### src/rtl/bp_trace_pkg.sv
// Shared types and default widths for the breakpoint trace capture block.
package bp_trace_pkg;

  localparam int STMT_W_DEF = 32;
  localparam int NUM_BP_DEF = 8;
  localparam int DEPTH_DEF  = 16;
  localparam int TS_W_DEF   = 32;

  // Breakpoint table row at the default statement-ID width.
  typedef struct packed {
    logic                  en;
    logic [STMT_W_DEF-1:0] id;
  } bp_entry_t;

  // Captured hit at the default widths: statement ID plus timestamp.
  typedef struct packed {
    logic [STMT_W_DEF-1:0] stmt_id;
    logic [TS_W_DEF-1:0]   ts;
  } cap_entry_t;

  // Trace stream state: RUN accepts events, HALT stalls until resume.
  typedef enum logic {
    RUN  = 1'b0,
    HALT = 1'b1
  } state_t;

endpackage

### src/rtl/bp_trace_fifo.sv
// Synchronous capture FIFO with a registered head entry.
// The pointers carry an extra wrap bit so full and empty can be told apart.
// A push while full is accepted only if a pop happens in the same cycle.
module bp_trace_fifo
  import bp_trace_pkg::*;
#(
  parameter int  DEPTH = DEPTH_DEF,
  parameter type T     = cap_entry_t
) (
  input  logic clk,
  input  logic rst_n,
  input  logic push,
  input  T     push_data,
  input  logic pop,
  output T     head,
  output logic full,
  output logic empty
);

  localparam int AW = $clog2(DEPTH);

  T             mem [DEPTH];
  T             head_reg;
  logic [AW:0]  wr_ptr_reg;
  logic [AW:0]  rd_ptr_reg;
  logic [AW-1:0] rd_nidx;
  logic         pop_ok;
  logic         push_ok;
  logic         count_one;

  assign empty     = (wr_ptr_reg == rd_ptr_reg);
  assign full      = (wr_ptr_reg[AW] != rd_ptr_reg[AW]) &&
                     (wr_ptr_reg[AW-1:0] == rd_ptr_reg[AW-1:0]);
  assign pop_ok    = pop && !empty;
  assign push_ok   = push && (!full || pop_ok);
  assign count_one = ((wr_ptr_reg - rd_ptr_reg) == (AW+1)'(1));
  assign rd_nidx   = rd_ptr_reg[AW-1:0] + AW'(1);
  assign head      = head_reg;

  // Storage array; contents need no reset because the pointers qualify them.
  always_ff @(posedge clk) begin
    if (push_ok) mem[wr_ptr_reg[AW-1:0]] <= push_data;
  end

  // Pointer advance and head register refill.
  always_ff @(posedge clk or negedge rst_n) begin
    if (!rst_n) begin
      wr_ptr_reg <= '0;
      rd_ptr_reg <= '0;
      head_reg   <= '0;
    end else begin
      if (push_ok) wr_ptr_reg <= wr_ptr_reg + (AW+1)'(1);
      if (pop_ok)  rd_ptr_reg <= rd_ptr_reg + (AW+1)'(1);
      if (pop_ok) begin
        // Popping the last stored entry: the only candidate for the new head
        // is the entry being pushed in this same cycle.
        if (count_one) begin
          if (push_ok) head_reg <= push_data;
        end else begin
          head_reg <= mem[rd_nidx];
        end
      end else if (push_ok && empty) begin
        head_reg <= push_data;
      end
    end
  end

endmodule

### src/rtl/bp_trace_capture.sv
// Breakpoint matcher for instrumented statement trace events.
// Accepted events are compared against a programmable table in parallel;
// hits are captured with a timestamp and stall the stream until resume.
module bp_trace_capture
  import bp_trace_pkg::*;
#(
  parameter int STMT_W = STMT_W_DEF,
  parameter int NUM_BP = NUM_BP_DEF,
  parameter int DEPTH  = DEPTH_DEF,
  parameter int TS_W   = TS_W_DEF
) (
  input  logic                      clk,
  input  logic                      rst_n,
  input  logic                      trace_valid,
  input  logic [STMT_W-1:0]         trace_stmt_id,
  output logic                      trace_ready,
  input  logic                      step_mode,
  input  logic                      cfg_we,
  input  logic [$clog2(NUM_BP)-1:0] cfg_idx,
  input  logic [STMT_W-1:0]         cfg_stmt_id,
  input  logic                      cfg_en,
  input  logic                      resume,
  output logic                      out_valid,
  input  logic                      out_ready,
  output logic [STMT_W-1:0]         out_stmt_id,
  output logic [TS_W-1:0]           out_ts,
  output logic                      halt,
  output logic                      overflow,
  input  logic                      ovf_clr
);

  localparam int IDX_W = $clog2(NUM_BP);

  // Package types fix the default widths; these follow the actual parameters.
  typedef struct packed {
    logic              en;
    logic [STMT_W-1:0] id;
  } bp_row_t;

  typedef struct packed {
    logic [STMT_W-1:0] stmt_id;
    logic [TS_W-1:0]   ts;
  } cap_t;

  state_t            state_reg;
  logic [TS_W-1:0]   ts_reg;
  logic              overflow_reg;
  logic [NUM_BP-1:0] match_vec;
  logic              accept;
  logic              hit;
  logic              pop;
  logic              fifo_full;
  logic              fifo_empty;
  cap_t              cap_in;
  cap_t              cap_head;

  // Breakpoint table: one row per generate slice, compared in parallel.
  // A write lands at the edge, so a same-cycle compare sees the old row.
  genvar gi;
  for (gi = 0; gi < NUM_BP; gi++) begin : g_bp
    bp_row_t entry_reg;

    // Row update from the configuration port.
    always_ff @(posedge clk or negedge rst_n) begin
      if (!rst_n) begin
        entry_reg <= '0;
      end else if (cfg_we && (cfg_idx == IDX_W'(gi))) begin
        entry_reg.en <= cfg_en;
        entry_reg.id <= cfg_stmt_id;
      end
    end

    assign match_vec[gi] = entry_reg.en && (entry_reg.id == trace_stmt_id);
  end

  assign trace_ready = (state_reg == RUN);
  assign halt        = (state_reg == HALT);
  assign accept      = trace_valid && trace_ready;
  // Duplicate matching rows collapse into a single hit.
  assign hit         = accept && (step_mode || (|match_vec));
  assign pop         = out_valid && out_ready;
  assign out_valid   = !fifo_empty;
  assign overflow    = overflow_reg;
  assign out_stmt_id = cap_head.stmt_id;
  assign out_ts      = cap_head.ts;

  always_comb begin
    cap_in         = '0;
    cap_in.stmt_id = trace_stmt_id;
    cap_in.ts      = ts_reg;
  end

  // Free-running timestamp, wraps naturally.
  always_ff @(posedge clk or negedge rst_n) begin
    if (!rst_n) ts_reg <= '0;
    else        ts_reg <= ts_reg + TS_W'(1);
  end

  // Stream state: a hit halts, a resume pulse releases; resume in RUN is ignored.
  always_ff @(posedge clk or negedge rst_n) begin
    if (!rst_n) begin
      state_reg <= RUN;
    end else begin
      case (state_reg)
        RUN:     if (hit)    state_reg <= HALT;
        HALT:    if (resume) state_reg <= RUN;
        default: state_reg <= RUN;
      endcase
    end
  end

  // Sticky overflow: a dropped hit sets it, and setting beats clearing.
  always_ff @(posedge clk or negedge rst_n) begin
    if (!rst_n)                           overflow_reg <= 1'b0;
    else if (hit && fifo_full && !pop)    overflow_reg <= 1'b1;
    else if (ovf_clr)                     overflow_reg <= 1'b0;
  end

  bp_trace_fifo #(
    .DEPTH (DEPTH),
    .T     (cap_t)
  ) u_fifo (
    .clk       (clk),
    .rst_n     (rst_n),
    .push      (hit),
    .push_data (cap_in),
    .pop       (out_ready),
    .head      (cap_head),
    .full      (fifo_full),
    .empty     (fifo_empty)
  );

endmodule
### config.mk
export PLATFORM = sky130hd
export DESIGN_NAME = bp_trace_capture
export DESIGN_NICKNAME = d
export VERILOG_FILES = /design/src/rtl/bp_trace_pkg.sv /design/src/rtl/bp_trace_fifo.sv /design/src/rtl/bp_trace_capture.sv
export SDC_FILE = /design/constraint.sdc
export NUM_CORES = 2
export LEC_CHECK = 0
export ABC_CLOCK_PERIOD_IN_PS = 8400
export CAP_MARGIN = 30
export CORE_UTILIZATION = 56
export CTS_CLUSTER_SIZE = 30
export DETAILED_ROUTE_END_ITERATION = 10
export GPL_TIMING_DRIVEN = 0
export PLACE_DENSITY = 0.82
export SLEW_MARGIN = 0
export SYNTH_ARGS = -nofsm -noshare
export SYNTH_HDL_FRONTEND = slang
export SYNTH_SLANG_ARGS = --single-unit
### constraint.sdc
create_clock -name clk -period 8.4 [get_ports clk]
set_input_delay 1.68 -clock clk [delete_from_list [all_inputs] [get_ports clk]]
set_output_delay 1.68 -clock clk [all_outputs]
set_load 0.02 [all_outputs]
# Word level (Yosys, flattened, before mapping)
# Memories as Yosys holds them, arrays and structs flattened.
# Cells that the tools add are included.
# W data, S select, Z words.
# word_totals
mem_count	1
inputBits	76
ff_bits	372
mem_bits_rw	1024
rom_bits	0
elab_cells	95
output_inout_bits	68
latchBits	0
# mem_list
name	words	word_bits	rd	rd_clocked_by_memory_dff	wr	line	rtl
u_fifo.mem	16	64	1	0	1	bp_trace_fifo.sv:22	T mem [DEPTH];
# op_classes
bitwise_logic	1
addsub	5
n_lt_le_gt_ge	0
multipliers	0
n_mux	11
n_shift	0
n_eq_ne	20
div_mod_pow	0
n_reduce_logical	34
# ops
cell	count
$eq A32 B32 Y1	8
$mux W64	4
$add A32 B1 Y32 const B	1
$logic_and A1 B1 Y1	24
$eq A3 B3 Y1 const B	4
$add A5 B1 Y5 const B	2
$reduce_or A8 Y1	1
$eq A3 B2 Y1 const B	2
$mux W1	6
$eq A5 B1 Y1 const B	1
$eq A5 B5 Y1	1
$sub A5 B5 Y5	1
$add A4 B1 Y4 const B	1
$eq A4 B4 Y1	1
$reduce_bool A2 Y1	2
$eq A3 B1 Y1 const B	1
$logic_not A1 Y1	3
$logic_not A3 Y1	1
$ne A3 B2 Y1 const B	1
$logic_or A1 B1 Y1	2
$pmux W1 S2	1
$reduce_and A2 Y1	1
$ne A1 B1 Y1	1
$not A1 Y1	1

# Logic depth before layout (Yosys ltp)
# logic_depth
ltp_word	9
ltp_mapped	13
mapped_depth_nobuf	11

# Cells and area by module
# A second synthesis with hierarchy kept.
# hier_totals
hier_cells	2792
area_unflattened_um2	56550.5
# modules_own_cells
mod	area_each_um2	seq_area_each_um2	cells_each	n_inst
bp_trace_fifo	42234.3	32601.3	1706	1
bp_trace_capture	14316.2	7457.2	1086	1

# Worst setup path before layout
# OpenSTA, ideal clock, no wires.
# synth_path
path_kind	input-to-reg
startpoint	input port trace_stmt_id[7]
endpoint	memory u_fifo.mem[15][0] in the netlist's numbering, enable pin
required_time_ns	7.750
stages	8
arrival_ns	9.381
setup_ns	0.650
path_slack_ns	-1.631
path_buffers	1
cell_sequence	buf_4 -> xnor2_1 -> nand4_1 -> nor4_1 -> nand4_1 -> nor4_1 -> o41ai_4 -> nor4_1
# synth_via
elab_chain_len	8
elab_cells_between_ends	22
cone_classes	eq/ne (8); mux (2); reduce/logical (12)
# synth_rtl
element	line	rtl
start, declared	bp_trace_capture.sv:15	input logic [STMT_W-1:0] trace_stmt_id,
$eq A32 B32 Y1	bp_trace_capture.sv:73	assign match_vec[gi] = entry_reg.en && (entry_reg.id == trace_stmt_id);
$logic_and A1 B1 Y1	bp_trace_capture.sv:73	
$reduce_or A8 Y1 (*)	bp_trace_capture.sv:80	assign hit = accept && (step_mode || (|match_vec));
$logic_or A1 B1 Y1 (*)	bp_trace_capture.sv:80	
$logic_and A1 B1 Y1 (*)	bp_trace_capture.sv:80	
$logic_and A1 B1 Y1 (*)	bp_trace_fifo.sv:35	assign push_ok = push && (!full || pop_ok);
$mux W1 (*)	bp_trace_fifo.sv:42	if (push_ok) mem[wr_ptr_reg[AW-1:0]] <= push_data;
$mux W1 (implied by the code) (*)	bp_trace_fifo.sv:42	
end, declared	bp_trace_fifo.sv:22	
# Every way passes the cells marked *; elsewhere a longest branch is shown, timed or not.

# Final worst setup path
# layout_path
startpoint	input port trace_stmt_id[25]
endpoint	memory u_fifo.mem[0][12] in the netlist's numbering, enable pin
# The elaborated chain is that of the path after synthesis.

==> run_results.csv <==
group,metric,value,unit
status,outcome,"finished clean",
synth,synth_edf_count,1024,
detailed_routing,vias,30400,
sta,setup_violations,0,
detailed_routing,avgRoutedWirePerCell,34.1,um
sta,fmax,0.148,GHz
synth,avgSynthCellArea,20.3,sq um
sta,setup_tns,0,ps
pwr,peakVddDrop,0.000289,V
place,place_area,0.0610,sq mm
critical_path,reg2regPathDepth,12,
synth,ys_seq_area_share,70.8,%
place,pre_cts_ws,989,ps
layout,syn_to_final_growth,15.8,%
layout,final_cell_mix,"edfxtp_1 (1,024), mux2_2 (380), dfrtp_1 (372)",
clock_tree,cts_sinks,1396,
critical_path,critPathMaxFanout,17,
sta,slew_headroom,23.4,%
critical_path,critPathKind,"in -> reg",
synth,syn-cell-area,0.0566,sq mm
sta,final.min_clock_period,6760,ps
global_routing,grt_pass1_wl,223,mm
global_routing,grt_max_degree,120,
sta,tightestPinTransition,1150,ps
critical_path,crit_path_start,"trace_stmt_id[25]",
clock_tree,postCtsSetupRepairBufs,0,
critical_path,rr_endpoint,"u_fifo.mem[0][12]$_DFFE_PP_",
clock_tree,clockBufferDepth,3,
critical_path,worstSetupEndpoint,"u_fifo.mem[0][12]$_DFFE_PP_",
clock_tree,hold_buffers,0,
flow_run,maxCapViolations,0,
sta,worst_slack,1640,ps
clock_tree,cts_tree,"done",
sta,slew_viol_final,0,
critical_path,critical_path_arrival,7230,ps
global_routing,grt_pass1_vias,32000,
floorplanning,std_cell_rows,116,
layout,largest_register_ff_count,1024,
pwr,total_leakage_power,23.0,nW
synth,yosys.area.top_type,"edfxtp_1",
critical_path,cp.required,8860,ps
floorplanning,die_h,320,um
global_routing,grt_overflow,0,
clock_tree,worstSkewPairLatency,780,ps
layout,layout-drive-gt1-share,32.8,%
layout,fin_area,0.0656,sq mm
synth,ys_warn_count,0,
detailed_routing,route.detailed.drc,0,
detailed_routing,dr.pass1.iters,5,
critical_path,endpoint_kind,"flop",
critical_path,r2r-start,"g_bp[4].entry_reg[25]$_DFFE_PN0P_",
synth,synthArstFlopShare,26.6,%
sta,finalHoldViolCount,0,
clock_tree,h-tree-depth,4,
detailed_routing,drt_iter0_markers,3715,
floorplanning,die-area,0.102,sq mm
floorplanning,die_x,320,um
place,io_buffers,139,
detailed_routing,antenna_left,0,
synth,synth_top_area_share,54.3,%
global_routing,antenna_found_initial,10,
clock_tree,clockRootBuffer,"clkbuf_16",
critical_path,reg2reg_setup_slack,3320,ps
pwr,powerDensity,334,mW/mm^2
clock_tree,cts-buffers-inserted,138,
synth,netlist_instances,2788,
layout,final_common_cell,"edfxtp_1",
sta,finalClockSkew,45.8,ps
floorplanning,initial_core_util,56.5,%
critical_path,cp-start-kind,"input pin",
sta,rsz0062_at_grt,"false",
synth,synthTopCellsByArea,"edfxtp_1 (54%), dfrtp_1 (16%), mux4_2 (13%)",
synth,yosys.cell_types.count,42,
worst_hold_path,min_path_type,"reg -> reg",
floorplanning,io_pins,144,
clock_tree,clk_pin_slew_worst_paths,60,ps
synth,syn_nets,2875,
clock_tree,post_cts_resized,0,
place,place_congestion,0.898,
floorplanning,core_area,0.100,sq mm
detailed_routing,drt-vias-per-instance,6.64,
synth,ys.flop_type,"edfxtp_1",
synth,synth-seq-cells,1396,
place,dp_hpwl,94.0,mm
layout,fin_nets,3253,
global_routing,grt_util_all_layers,30.9,%
detailed_routing,finalWirelength,156,mm
pwr,finalPower,21.9,mW
sta,final.period_utilization,80.5,%
area by class of cell:
class                   instances  area (sq um)
diodes                          6          15.0
plain buffers                 147           832
clock buffers                 206          3970
clock inverters                45           563
fillers                      6111         34600
inverters                      14          52.6
multi-input cells            1231         15800
flip-flops and latches       1396         40100
well taps                    1298          1620
repair buffers                238          2700
cell families (layout without fill, tap and decap cells):
kind of cell / after synthesis / in the layout / share of synthesized area [%]
flip-flops: 1396 / 1396 / 70.8
multiplexers: 711 / 711 / 20.6
XOR/XNOR: 299 / 299 / 4.63
AND/OR/NAND/NOR: 196 / 196 / 2.02
buffers and inverters: 161 / 650 / 1.56
AO/OA/AOI/OAI: 14 / 14 / 0.203
adder cells (fa/ha/maj): 11 / 11 / 0.256
other: 0 / 6 / 0
worst min path at each step:
| stage | cells after the start | startpoint | endpoint |
|---|---|---|---|
| after detailed placement | 1 | u_fifo.head[38]$_DFFE_PN0P_ | u_fifo.head[38]$_DFFE_PN0P_ |
| after floorplan | 1 | u_fifo.wr_ptr_reg[4]$_DFFE_PN0P_ | u_fifo.wr_ptr_reg[4]$_DFFE_PN0P_ |
| after CTS | 1 | g_bp[7].entry_reg[32]$_DFFE_PN0P_ | g_bp[7].entry_reg[32]$_DFFE_PN0P_ |
| final | 1 | u_fifo.head[55]$_DFFE_PN0P_ | u_fifo.head[55]$_DFFE_PN0P_ |
| after global routing | 1 | u_fifo.head[2]$_DFFE_PN0P_ | u_fifo.head[2]$_DFFE_PN0P_ |
| after global placement | 1 | u_fifo.wr_ptr_reg[4]$_DFFE_PN0P_ | u_fifo.wr_ptr_reg[4]$_DFFE_PN0P_ |
where the power goes:
group	switching [mW]	internal, mW
Clock	2.71	3.50
Combinational	3.75	3.56
Sequential	0.389	8.00
Total	6.85	15.1
cell usage after synthesis (25+ instances only):
| master | n |
|---|---|
| mux2_2 | 380 |
| dfrtp_1 | 372 |
| mux4_2 | 320 |
| nand4_1 | 38 |
| nor4_1 | 41 |
| xnor2_1 | 149 |
| clkbuf_1 | 76 |
| buf_1 | 25 |
| buf_6 | 34 |
| nand2_1 | 27 |
| edfxtp_1 | 1024 |
| xor2_1 | 150 |
| nand3_1 | 26 |
through the flow:
stage	hold slack (ps)	std cells	util, %
finish	507	4581	65.5
global route	521	4579	65.5
floorplan	462	2788	-
global placement	481	4225	59.6
detailed placement	492	4321	60.9
CTS	510	4572	65.4
critical path, stage by stage:
cell and delay (ps):
clkdlybuf4s50_1 900, buf_6 280, xnor2_1 190, nand4_1 190
nor4_1 460, nand4_1 290, nor4_1 750, o41ai_4 290
nor2_1 420, nor4bb_4 880, buf_6 290, buf_8 190
buf_8 170, buf_6 200
layer usage:
metal	up-vias	wire [um]	GRT usage, %
met5	-	90	0
met4	12	8900	17.1
met3	483	13900	6.54
met2	2106	79100	51.9
met1	16000	54400	37.6
li1	11900	-	-
No activity file was read; power rests on OpenSTA's default activity.
